### src/rtl/ext_mem_arbiter.sv
// Two-port arbiter sharing one external DRAM port between icache refill (p0) and dcache refill/write-back (p1).
// Latches the winning request, holds it until mem_ack_i, returns read data, and flags a DRAM that never answers.
module ext_mem_arbiter #(
    parameter int unsigned ADDR_W     = 32,
    parameter int unsigned DATA_W     = 256,
    parameter int unsigned TIMEOUT    = 64,
    parameter int unsigned FIXED_PRIO = 0
) (
    input  logic              clk_i,
    input  logic              rst_i,
    input  logic              p0_enable_i,
    input  logic              p0_write_i,
    input  logic [ADDR_W-1:0] p0_addr_i,
    input  logic [DATA_W-1:0] p0_data_i,
    output logic              p0_ack_o,
    output logic [DATA_W-1:0] p0_data_o,
    input  logic              p1_enable_i,
    input  logic              p1_write_i,
    input  logic [ADDR_W-1:0] p1_addr_i,
    input  logic [DATA_W-1:0] p1_data_i,
    output logic              p1_ack_o,
    output logic [DATA_W-1:0] p1_data_o,
    output logic              mem_enable_o,
    output logic              mem_write_o,
    output logic [ADDR_W-1:0] mem_addr_o,
    output logic [DATA_W-1:0] mem_data_o,
    input  logic              mem_ack_i,
    input  logic [DATA_W-1:0] mem_data_i,
    output logic [1:0]        gnt_o,
    output logic              err_timeout_o
);
    localparam int unsigned WDOG_W = $clog2(TIMEOUT + 1);

    typedef enum logic [1:0] {ST_IDLE, ST_BUSY, ST_RESP} state_e;

    typedef struct packed {
        logic              write;
        logic [ADDR_W-1:0] addr;
        logic [DATA_W-1:0] data;
    } req_t;

    state_e              state_q, state_d;
    logic                last_q, last_d;
    logic [1:0]          gnt_q, gnt_d;
    logic                mem_en_q, mem_en_d;
    req_t                req_q, req_d;
    logic [1:0]          ack_q, ack_d;
    logic [DATA_W-1:0]   rdata0_q, rdata0_d;
    logic [DATA_W-1:0]   rdata1_q, rdata1_d;
    logic [WDOG_W-1:0]   wdog_q, wdog_d;
    logic                err_q, err_d;
    logic [WDOG_W-1:0]   wdog_inc;
    logic                pick_p1;

    // On a tie port 1 wins if fixed priority, or if port 0 was granted last.
    assign pick_p1  = p1_enable_i && (!p0_enable_i || (FIXED_PRIO != 0) || !last_q);
    assign wdog_inc = wdog_q + WDOG_W'(1);

    always_ff @(posedge clk_i or negedge rst_i) begin
        if (!rst_i) begin
            state_q  <= ST_IDLE;
            last_q   <= 1'b1;
            gnt_q    <= '0;
            mem_en_q <= 1'b0;
            req_q    <= '0;
            ack_q    <= '0;
            rdata0_q <= '0;
            rdata1_q <= '0;
            wdog_q   <= '0;
            err_q    <= 1'b0;
        end else begin
            state_q  <= state_d;
            last_q   <= last_d;
            gnt_q    <= gnt_d;
            mem_en_q <= mem_en_d;
            req_q    <= req_d;
            ack_q    <= ack_d;
            rdata0_q <= rdata0_d;
            rdata1_q <= rdata1_d;
            wdog_q   <= wdog_d;
            err_q    <= err_d;
        end
    end

    always_comb begin
        state_d  = state_q;
        last_d   = last_q;
        gnt_d    = gnt_q;
        mem_en_d = mem_en_q;
        req_d    = req_q;
        ack_d    = ack_q;
        rdata0_d = rdata0_q;
        rdata1_d = rdata1_q;
        wdog_d   = wdog_q;
        err_d    = err_q;
        unique case (state_q)
            ST_IDLE: begin
                if (p0_enable_i || p1_enable_i) begin
                    state_d  = ST_BUSY;
                    last_d   = pick_p1;
                    gnt_d    = pick_p1 ? 2'b10 : 2'b01;
                    mem_en_d = 1'b1;
                    wdog_d   = '0;
                    if (pick_p1) begin
                        req_d.write = p1_write_i;
                        req_d.addr  = p1_addr_i;
                        req_d.data  = p1_data_i;
                    end else begin
                        req_d.write = p0_write_i;
                        req_d.addr  = p0_addr_i;
                        req_d.data  = p0_data_i;
                    end
                end
            end
            ST_BUSY: begin
                if (mem_ack_i) begin
                    state_d     = ST_RESP;
                    mem_en_d    = 1'b0;
                    req_d.write = 1'b0;
                    if (gnt_q[1]) begin
                        rdata1_d = mem_data_i;
                        ack_d    = 2'b10;
                    end else begin
                        rdata0_d = mem_data_i;
                        ack_d    = 2'b01;
                    end
                end else if (wdog_q != WDOG_W'(TIMEOUT)) begin
                    // Saturating count; the transaction keeps waiting after the flag sets.
                    wdog_d = wdog_inc;
                    if (wdog_inc == WDOG_W'(TIMEOUT)) begin
                        err_d = 1'b1;
                    end
                end
            end
            ST_RESP: begin
                state_d = ST_IDLE;
                ack_d   = '0;
                gnt_d   = '0;
            end
            default: state_d = ST_IDLE;
        endcase
    end

    assign p0_ack_o      = ack_q[0];
    assign p1_ack_o      = ack_q[1];
    assign p0_data_o     = rdata0_q;
    assign p1_data_o     = rdata1_q;
    assign mem_enable_o  = mem_en_q;
    assign mem_write_o   = req_q.write;
    assign mem_addr_o    = req_q.addr;
    assign mem_data_o    = req_q.data;
    assign gnt_o         = gnt_q;
    assign err_timeout_o = err_q;

endmodule

### config.mk
export PLATFORM = sky130hd
export DESIGN_NAME = ext_mem_arbiter
export DESIGN_NICKNAME = d
export VERILOG_FILES = /design/src/rtl/ext_mem_arbiter.sv
export SDC_FILE = /design/constraint.sdc
export NUM_CORES = 1
export LEC_CHECK = 0
export CAP_MARGIN = 0
export CELL_PAD_IN_SITES_DETAIL_PLACEMENT = 0
export CELL_PAD_IN_SITES_GLOBAL_PLACEMENT = 1
export CORE_AREA = 2 2 650 652
export DETAILED_ROUTE_END_ITERATION = 6
export DIE_AREA = 0 0 652 654
export PLACE_DENSITY = 0.33
export RECOVER_POWER = 25
export SETUP_SLACK_MARGIN = 0.3
export SLEW_MARGIN = 20
export SYNTH_ARGS = -nofsm -noshare
export SYNTH_HDL_FRONTEND = slang
export SYNTH_SLANG_ARGS = --single-unit
### constraint.sdc
create_clock -name clk_i -period 2.39 [get_ports clk_i]
set_input_delay 0.5975 -clock clk_i [delete_from_list [all_inputs] [get_ports clk_i]]
set_output_delay 0.5975 -clock clk_i [all_outputs]
set_load 0.05 [all_outputs]
==> reports/metrics.yaml <==
crit_required_ns: 1.79
vias: 28514
wl_met2_mm: 142.0
min_period_ns: 2.152
wl_mm: 276.2
synth_top_area_share_pct: 63.38
worst_pin_slew_ns: 1.344
drtIter0Drc: 1512
layout_common_cells: "clkdlybuf4s50_1, dfrtp_1, buf_6, nand2_1, mux2_2"
mostFrequentLayoutCell: "clkdlybuf4s50_1"
multi_input_area_mm2: 0.01064
synth_area_leaders: "dfrtp_1, mux2_2, nand2_1"
r2r-start: "state_q[1]"
syn_avg_cell_area_um2: 13.24
die_area_mm2: 0.4264
cts.sinks: 817
cp.arrival_ns: 1.55
yosysTopAreaCell: "dfrtp_1"
h-tree-depth: 3
antenna_found_initial: 144
grt_pass1_vias: 29759
dpl_cell_area_mm2: 0.05560
cts_buffer_depth: 4
ys_warn_count: 0
insertion_delay_ns: 0.85
clk_pin_slew_ns: 0.06
whs_ns: 0.1874
ir_drop_mv: 0.6075
initial_utilization_pct: 7.684
viasPerCell: 2.869
syn_nets: 3276
synth-seq-cells: 817
p_leak_nw: 26.19
placed_cells: 9592
setup_tns_ns: 0
cp_max_fo: 2
clock.fmax_ghz: 0.4647
synth.cell_area_mm2: 0.03222
status: "finished, final reports clean"
clockRootBuffer: "clkbuf_16"
cts_tree: "built"
syn_to_final_growth_pct: 93.66
critPathKind: "register to output pin"
rows: 238
grt-ovfl-total: 0
stdcell_count: 9937
cts_buffers: 121
yosysSeqAreaShare_pct: 63.47
seqCellArea_mm2: 0.02051
drt-wirelength-per-cell_um: 27.80
skew_ns: 0.06099
die_w_um: 652
hold_viol_final: 0
fin_nets: 5128
end_kind: "output pin"
fillers: 46958
rsz0062_at_grt: "true"
grt_pass1_wl_mm: 344.3
crit_path_start: "gnt_o[1]"
io_buffers: 1645
dr_wl_met3_mm: 24.41
finalMaxSlewViolations: 0
power_density_mw_per_mm2: 1742
start_kind: "register"
drtAntennaViolNets: 0
routed.top_layer: "met5"
die_h_um: 654
design_area_mm2: 0.06239
hp-class: "input port to async pin"
synth_cell_types: 44
drc: 0
place_ws_ns: -0.2960
max_cap_violations: 0
relSlewSlack_pct: 10.39
finalWeightedCongestion: 0.8718
drt-met1-wl_mm: 101.5
drive_gt1_share_pct: 38.71
dp_hpwl_mm: 235.8
setup_violations: 0
r2r_slack_ns: 0.32
grt_max_degree: 72
grt_usage_pct: 12.42
postSynthCellCount: 2434
dr.pass1.iters: 5
core-area_mm2: 0.4193
period_share_pct: 90.03
ioPinCount: 1646
fin_ws_ns: 0.2383
cell families (layout without fill, tap and decap cells):
logic type | after synthesis | count (layout) | synth area share [%]
flops | 817 | 817 | 63.47
simple gates | 614 | 614 | 7.368
mux | 517 | 517 | 18.06
compound gates | 314 | 314 | 7.302
buf+inv | 166 | 2105 | 3.608
fa+ha+maj | 3 | 3 | 0.1165
xor+xnor | 3 | 3 | 0.08157
other cells | 0 | 44 | 0
state kept, by name (all words and copies together) (netlist names):
name / count
err_timeout_o: 1
p1_data_o: 256
wdog_q: 7
ack_q: 2
mem_enable_o: 1
mem_addr_o: 32
p0_data_o: 256
last_q: 1
gnt_o: 2
mem_write_o: 1
mem_data_o: 256
state_q: 2
cell type report:
cell class | instances | share of cell area [%]
multi-input cells | 1451 | 17.05
clock buffers | 178 | 5.631
inverters | 9 | 0.05415
repair buffers | 1886 | 32.56
diodes | 44 | 0.1765
flip-flops and latches | 817 | 32.87
well taps | 5520 | 11.07
clock inverters | 32 | 0.5856
Yosys cell counts:
cell type and count:
o32a_1 1, o21a_1 1, nor2b_4 1, nand2_2 1, buf_4 33, xor2_1 1
nor3_1 1, nor4_2 1, a32oi_1 1, a311oi_1 1, buf_1 3, buf_2 38
a21bo_2 1, mux2i_1 3, nand2b_1 1, nand3_1 3, dfrtp_1 816, mux2_1 91
nor3b_1 1, dfstp_2 1, nor3_2 1, nor2_4 1, o31ai_1 1, ha_1 3
xnor2_1 2, nor2_1 10, a41oi_1 1, inv_1 9, buf_6 49, a21oi_1 6
o22ai_1 3, a22o_1 1, clkbuf_1 34, a221o_1 1, o21ai_0 4, a31o_2 1
and2_1 1, mux2_2 423, nor2b_1 3, a311oi_2 1, a22oi_1 288, o2bb2ai_1 2
nand2_1 584, and3_1 5
stage by stage:
stage / util (%) / total power [mW]
2_1_floorplan: - / 58.43
3_3_place_gp: 13.26 / 86.41
3_5_place_dp: 13.26 / 86.55
4_1_cts: 14.27 / 104.4
5_1_grt: 14.86 / 113.9
6_report: 14.88 / 108.7
worst max-delay path: stages, from the launching register on:
cell and delay [ns]:
dfrtp_2 0.41, buf_6 0.12, buf_12 0.14
power breakdown:
| group | internal (mW) | total, mW | switching (mW) |
|---|---|---|---|
| clock | 10.6 | 18.0 | 7.43 |
| combinational | 22.8 | 63.8 | 41.1 |
| sequential | 20.9 | 26.8 | 5.88 |
final timing paths:
check,endpoint,cells after the start
max,gnt_o[1],2
min,mem_data_o[4],2
max reg2reg,wdog_q[2],6
min reg2reg,mem_data_o[103],2
max in group asynchronous,p0_data_o[233],4
min in group clk_i,mem_data_o[68],3
what timing repair did:
action                                  in CTS  in global routing
hold endpoints to repair                   101                  0
endpoints found under the setup margin     806                803
setup buffers                                6                 84
resized for setup                         1660               2536
hold buffers                                 1                  0
layer usage:
layer,GRT usage [%],vias to the layer above
met2,22.64,1215
met3,4.903,389
met5,0,-
met1,13.36,14552
met4,2.843,58
li1,-,12300
Note: power is estimated with default switching activity, not from simulation.
